==> config.mk <==
export PLATFORM = sky130hd
export DESIGN_NAME = if_fetch_unit
export DESIGN_NICKNAME = d
export VERILOG_FILES = /design/src/rtl/if_fetch_unit.sv
export SDC_FILE = /design/constraint.sdc
export NUM_CORES = 1
export LEC_CHECK = 0
export CORE_UTILIZATION = 38
export DETAILED_ROUTE_END_ITERATION = 8
export GPL_TIMING_DRIVEN = 0
export MAX_ROUTING_LAYER = met4
export PLACE_DENSITY = 0.72
export RECOVER_POWER = 25
export SETUP_SLACK_MARGIN = 0.02
export SYNTH_ARGS = -nofsm -noshare
export SYNTH_HDL_FRONTEND = slang
export SYNTH_SLANG_ARGS = --single-unit
==> constraint.sdc <==
create_clock -name clk -period 1.67 [get_ports clk]
set_input_delay 0.334 -clock clk [delete_from_list [all_inputs] [get_ports clk]]
set_output_delay 0.334 -clock clk [all_outputs]
set_load 0.1 [all_outputs]
==> src/rtl/if_fetch_unit.sv <==
// -----------------------------------------------------------------------------
// if_fetch_unit
//
// Instruction-fetch stage of the five-stage LoongArch pipeline. Generates the
// fetch PC, issues requests on a req / addr_ok / data_ok instruction SRAM port
// (at most one outstanding request), buffers one returned instruction and
// hands it to ID through a valid / allow-in handshake. A taken branch from ID
// redirects fetch and squashes any wrong-path instruction or request in flight.
//
// Parameters
//   RESET_PC            first fetch address after reset
//
// Ports
//   clk                 clock
//   reset               synchronous, active-high reset
//   ID_Allow_in         ID can accept an instruction this cycle
//   br_bus[33:0]        {br_taken, br_target[31:0], stall}; stall is unused,
//                       ID back-pressure arrives only through ID_Allow_in
//   IF_to_ID_Valid      IF_to_ID_Bus carries a valid instruction
//   IF_to_ID_Bus[63:0]  {pc, inst}; all zero when not valid
//   inst_sram_req       fetch request
//   inst_sram_addr      fetch address (fetch_pc)
//   inst_sram_addr_ok   request accepted this cycle
//   inst_sram_data_ok   read data returned this cycle
//   inst_sram_rdata     returned instruction word
//   IF_adef             fetch address error (only when IF_ADEF_EN is defined)
//
// Build option
//   IF_ADEF_EN  undefined: inst_sram_addr[1:0] is forced to 2'b00 and IF_adef
//               does not exist.
//               defined: a misaligned fetch_pc issues no request; instead an
//               instruction word of zero is presented to ID with IF_adef=1.
// -----------------------------------------------------------------------------
module if_fetch_unit #(
  parameter logic [31:0] RESET_PC = 32'h1c00_0000
) (
  input  logic        clk,
  input  logic        reset,
  input  logic        ID_Allow_in,
  input  logic [33:0] br_bus,
  output logic        IF_to_ID_Valid,
  output logic [63:0] IF_to_ID_Bus,
  output logic        inst_sram_req,
  output logic [31:0] inst_sram_addr,
  input  logic        inst_sram_addr_ok,
  input  logic        inst_sram_data_ok,
  input  logic [31:0] inst_sram_rdata
`ifdef IF_ADEF_EN
  ,
  output logic        IF_adef
`endif
);

  typedef enum logic [1:0] {
    S_REQ  = 2'd0,   // presenting a request to the SRAM
    S_WAIT = 2'd1,   // request accepted, waiting for data_ok
    S_HOLD = 2'd2    // instruction buffered, offered to ID
  } state_t;

  state_t      state_reg,    state_next;
  logic [31:0] fetch_pc_reg, fetch_pc_next;
  logic        cancel_reg,   cancel_next;
  logic [31:0] buf_pc_reg,   buf_pc_next;
  logic [31:0] buf_inst_reg, buf_inst_next;
`ifdef IF_ADEF_EN
  logic        adef_reg,     adef_next;
`endif

  logic        req_int;
  logic        hold_active;
  logic [63:0] buf_bus;
  logic [31:0] addr_src;

  // Branch bus fields. The stall bit carries no meaning for this stage.
  logic        br_taken;
  logic [31:0] br_target;
  logic        br_stall_unused;

  assign br_taken        = br_bus[33];
  assign br_target       = br_bus[32:1];
  assign br_stall_unused = br_bus[0];

`ifdef IF_ADEF_EN
  logic fetch_misaligned;
  assign fetch_misaligned = (fetch_pc_reg[1:0] != 2'b00);
`endif

  // ---------------------------------------------------------------------------
  // State register
  // ---------------------------------------------------------------------------
  always_ff @(posedge clk) begin
    if (reset) begin
      state_reg    <= S_REQ;
      fetch_pc_reg <= RESET_PC;
      cancel_reg   <= 1'b0;
      buf_pc_reg   <= 32'h0;
      buf_inst_reg <= 32'h0;
`ifdef IF_ADEF_EN
      adef_reg     <= 1'b0;
`endif
    end else begin
      state_reg    <= state_next;
      fetch_pc_reg <= fetch_pc_next;
      cancel_reg   <= cancel_next;
      buf_pc_reg   <= buf_pc_next;
      buf_inst_reg <= buf_inst_next;
`ifdef IF_ADEF_EN
      adef_reg     <= adef_next;
`endif
    end
  end

  // ---------------------------------------------------------------------------
  // Next-state logic
  //
  // A taken branch always reloads fetch_pc on the next edge; the target is
  // never forwarded combinationally onto the SRAM address. data_ok is only
  // meaningful in S_WAIT and is ignored elsewhere.
  // ---------------------------------------------------------------------------
  always_comb begin
    state_next    = state_reg;
    fetch_pc_next = fetch_pc_reg;
    cancel_next   = cancel_reg;
    buf_pc_next   = buf_pc_reg;
    buf_inst_next = buf_inst_reg;
`ifdef IF_ADEF_EN
    adef_next     = adef_reg;
`endif
    req_int       = 1'b0;

    case (state_reg)
      S_REQ: begin
`ifdef IF_ADEF_EN
        if (fetch_misaligned) begin
          // No SRAM access for a misaligned PC; the fault itself is handed to
          // ID as a zero instruction. A branch still takes priority.
          if (br_taken) begin
            fetch_pc_next = br_target;
          end else begin
            state_next    = S_HOLD;
            buf_pc_next   = fetch_pc_reg;
            buf_inst_next = 32'h0;
            adef_next     = 1'b1;
          end
        end else
`endif
        begin
          req_int = 1'b1;
          if (br_taken) begin
            fetch_pc_next = br_target;
          end
          if (inst_sram_addr_ok) begin
            state_next = S_WAIT;
            // The accepted request was for the old PC: its data is wrong-path.
            if (br_taken) begin
              cancel_next = 1'b1;
            end
          end
        end
      end

      S_WAIT: begin
        if (br_taken) begin
          fetch_pc_next = br_target;
        end
        if (inst_sram_data_ok) begin
          if (cancel_reg || br_taken) begin
            // Wrong-path data: drop it and refetch from fetch_pc.
            cancel_next = 1'b0;
            state_next  = S_REQ;
          end else begin
            buf_pc_next   = fetch_pc_reg;
            buf_inst_next = inst_sram_rdata;
`ifdef IF_ADEF_EN
            adef_next     = 1'b0;
`endif
            state_next    = S_HOLD;
          end
        end else if (br_taken) begin
          cancel_next = 1'b1;
        end
      end

      S_HOLD: begin
        if (br_taken) begin
          // Branch wins over a simultaneous handshake; ID discards the
          // instruction on br_taken, so the buffer is simply abandoned.
          fetch_pc_next = br_target;
          state_next    = S_REQ;
`ifdef IF_ADEF_EN
          adef_next     = 1'b0;
`endif
        end else if (ID_Allow_in) begin
          fetch_pc_next = buf_pc_reg + 32'd4;
          state_next    = S_REQ;
`ifdef IF_ADEF_EN
          adef_next     = 1'b0;
`endif
        end
      end

      default: begin
        state_next = S_REQ;
      end
    endcase
  end

  // ---------------------------------------------------------------------------
  // Outputs
  //
  // Reset is synchronous, so during a reset cycle the registers may still hold
  // pre-reset values; every output is qualified with reset so the port shows
  // the reset view (all zero, address = RESET_PC) for the whole reset cycle.
  // ---------------------------------------------------------------------------
  assign hold_active    = !reset && (state_reg == S_HOLD);
  assign IF_to_ID_Valid = hold_active;
  assign inst_sram_req  = !reset && req_int;
  assign buf_bus        = {buf_pc_reg, buf_inst_reg};

  // The bus reads as zero whenever no instruction is being offered.
  genvar gi;
  generate
    for (gi = 0; gi < 64; gi = gi + 1) begin : g_bus_mask
      assign IF_to_ID_Bus[gi] = hold_active & buf_bus[gi];
    end
  endgenerate

  assign addr_src = reset ? RESET_PC : fetch_pc_reg;

`ifdef IF_ADEF_EN
  assign inst_sram_addr = addr_src;
  assign IF_adef        = hold_active & adef_reg;
`else
  assign inst_sram_addr = {addr_src[31:2], 2'b00};
`endif

endmodule

==> impl_metrics.csv <==
group,metric,value,unit
worst_hold_path,min_path_type,"reg -> reg",
cells_and_area,most-common-layout-cells,"151 x nand2_1, 78 x dfxtp_1, 77 x a21oi_1, 70 x buf_12, 66 x clkdlybuf4s50_1",
run_status,status,"complete, but fails checks",
pwr,switching_share,26.1,%
pwr,p_int,4.43,mW
place,port_buffers,164,
routing,met1_length,6930,microns
place,place_congestion,0.872,
cts,h-tree-depth,3,
setup_path,ff2ff_setup_slack,-0.30,ns
global_route,grt_first_pass_wirelength,27000,microns
logic_synthesis,synthFlopType,"dfxtp_1",
cts,clockBufferDepth,2,
routing,routed_via_density,5.29,
logic_synthesis,ys_types,46,
place,dp_slack,-1.43,ns
place,dp_hpwl,11800,microns
cts,numCtsBuffers,9,
timing,finalWorstSetupSlack,-0.316,ns
setup_path,r2r_start,"state_reg[0]",
cells_and_area,layout_commonest_cell,"nand2_1",
setup_path,worstPathCellList,"nor3b_4 > buf_8 > clkbuf_16 > and2_4 > buf_12",
floorplan,row_count,41,
logic_synthesis,seq_area_frac_synth,40.2,%
floorplan,io_pins,169,
global_route,grt_pass1_vias,5316,
setup_path,worstSetupStartpoint,"state_reg[1]",
pwr,p_seq_share,41.6,%
setup_path,path_class,"reg -> out",
pwr,leakagePower,3.26,nW
global_route,grt_start_max_net_pins,17,
cts,cts_root_buf,"clkbuf_16",
routing,route.vias.total,5447,
routing,wl_per_cell,17.0,microns
pwr,peakVddDrop,449,uV
flow_run,drv_cap,0,
timing,skew,0.00839,ns
timing,rsz0062_at_grt,"true",
global_route,grt.overflow.total,0,
logic_synthesis,syn_area,4930,sq um
timing,tightest_slew,0.690,ns
logic_synthesis,synthCells,657,
setup_path,cp-end-kind,"output port",
cells_and_area,syn_to_final_growth,76.8,%
timing,setup_violations,156,
floorplan,die_h,116,microns
routing,first_pass_iters,6,
logic_synthesis,ys_async_sr_fraction,0,%
setup_path,critPathCapture,"IF_to_ID_Bus[53]",
cells_and_area,n_fill_cell,952,
cells_and_area,seqCellArea,2020,sq um
floorplan,start_util,39.1,%
setup_path,cp_max_fo,10,
routing,wl,17500,microns
run_status,violations,"setup timing",
setup_path,r2r_cells,5,
setup_path,start_kind,"register",
logic_synthesis,synth-seq-cells,99,
cells_and_area,n_antenna_cell,0,
place,place_inst,994,
routing,top_layer,"met4",
cts,clkSinkCount,99,
setup_path,worstPathArrival,1.65,ns
floorplan,die-area,13400,sq um
cells_and_area,drive_above_1_share,36.6,%
setup_path,crit_path_top_delay_cell,"dfxtp_2",
timing,max_freq,0.503,GHz
global_route,track_usage,27.2,%
logic_synthesis,yosysWarnings,0,
pwr,comb_power_share,15.9,%
cells_and_area,multi_input_area,3170,sq um
routing,wl_met2,8880,microns
routing,first_iter_violations,431,
routing,met3WireLength,1320,microns
floorplan,core,12600,sq um
pwr,power_frac_clock,42.6,%
pwr,p_sw,1.57,mW
setup_path,crit_required,1.34,ns
pwr,power.density,688,nW/um^2
logic_synthesis,avgSynthCellArea,7.51,sq um
routing,ant_nets,0,
cells_and_area,layoutNonFillerInstCount,1030,
cells_and_area,num-nets-final,925,
timing,fin_crit_sh,119,%
timing,drv_slew,0,
cts,cts_tree,"yes",
timing,relSlewSlack,54.0,%
global_route,antenna_found_initial,0,
setup_path,critPathMaxStageDelay,0.35,ns
timing,fin_crit,1.99,ns
routing,drc_errors,0,
timing,hold_viol,0,
setup_path,r2r_end,"fetch_pc_reg[15]",
cts,clk_pin_slew,0.07,ns
logic_synthesis,synth-edff-count,0,
cts,clk_latency,0.35,ns
floorplan,die_w,116,microns
==> Yosys cell counts, drive strengths merged (2+ instances only) <==
cell type  instances  area (sq um)
nor2              23          86.3
and2              68           425
o211ai             3          22.5
nor2b             27           169
and3               8          50.1
and4               5          43.8
nand4              9          56.3
nor4b              2          17.5
o22ai              3          18.8
inv                4          15.0
nor3b              5          37.5
dfxtp             99          1980
or2                3          18.8
xor2               8          70.1
nor4               5          31.3
buf               15          82.6
a22oi              9          67.6
a21o               6          45.0
a211oi             7          52.6
a311oi             4          35.0
nand3             12          72.6
clkbuf            37           140
nor3              11          55.1
xnor2             19           166
nand2            155           587
o21ai             19          95.1
a21oi             77           385
or3                2          12.5
==> what timing repair did <==
item | in CTS | in global routing
buffers inserted | 13 | 6
endpoints found under the setup margin | 193 | 180
hold buffers | 0 | 0
pin swaps | 25 | 10
gates cloned | 3 | 2
resized for setup | 875 | 39
==> through the flow <==
| stage | utilization, % | hold slack [ns] | TNS, ns | total power [mW] | cell area (sq um) |
|---|---|---|---|---|---|
| after floorplan | - | 0.425 | -12.03 | 3.10 | 5360 |
| after global placement | 57.2 | 0.434 | -177.99 | 3.41 | 7210 |
| after detailed placement | 57.2 | 0.440 | -190.86 | 3.42 | 7210 |
| after CTS | 68.4 | 0.373 | -21.43 | 5.99 | 8630 |
| after global routing | 69.1 | 0.472 | -34.52 | 6.18 | 8720 |
| final | 69.1 | 0.447 | -23.37 | 6.00 | 8720 |
==> worst min path at each step <==
| stage | from | end | slack (ns) | cells past startpoint |
|---|---|---|---|---|
| 6_report | fetch_pc_reg[8] | buf_pc_reg[8] | 0.45 | 2 |
| 5_1_grt | fetch_pc_reg[9] | buf_pc_reg[9] | 0.47 | 2 |
| 4_1_cts | reset | fetch_pc_reg[13] | 0.37 | 4 |
| 3_5_place_dp | fetch_pc_reg[8] | buf_pc_reg[8] | 0.44 | 2 |
| 3_3_place_gp | fetch_pc_reg[15] | buf_pc_reg[15] | 0.43 | 2 |
| 2_1_floorplan | fetch_pc_reg[10] | buf_pc_reg[10] | 0.42 | 2 |
==> layout make-up <==
type / count / area share (%)
buffer: 50 / 5.44
timing repair buffer: 184 / 28.3
tap: 172 / 2.47
inverter: 4 / 0.172
sequential: 99 / 23.2
clock inverter: 7 / 1.61
clock buffer: 9 / 2.58
multi-input combinational: 505 / 36.3
==> routing by layer <==
layer	global-route usage (%)	vias up
li1	-	2581
met1	32.8	2566
met2	46.0	269
met3	2.77	31
met4	11.5	0
met5	-	-
==> power by group through the flow <==
stage	combinational (mW)	clock (mW)	sequential, mW
final	0.952	2.55	2.49
after global routing	1.00	2.67	2.50
after CTS	0.920	2.58	2.49
after detailed placement	0.872	0	2.55
after global placement	0.864	0	2.55
after floorplan	0.562	0	2.53
==> logic make-up after synthesis <==
family / Yosys count / share of synthesized area (%)
XOR/XNOR: 27 / 4.79
flip-flops: 99 / 40.2
multiplexers: 1 / 0.203
other: 1 / 0.0760
adder cells (fa/ha/maj): 1 / 0.254
AND/OR/NAND/NOR: 339 / 34.3
AO/OA/AOI/OAI: 133 / 15.4
buffers and inverters: 56 / 4.82
==> worst max-delay path: cells and delay by family, from the launching register on <==
family | cells | cell delay, ns
buffers and inverters | 3 | 0.54
DFF | 1 | 0.35
and+or+nand+nor | 2 | 0.41
Note: power is estimated with default switching activity, not from simulation.
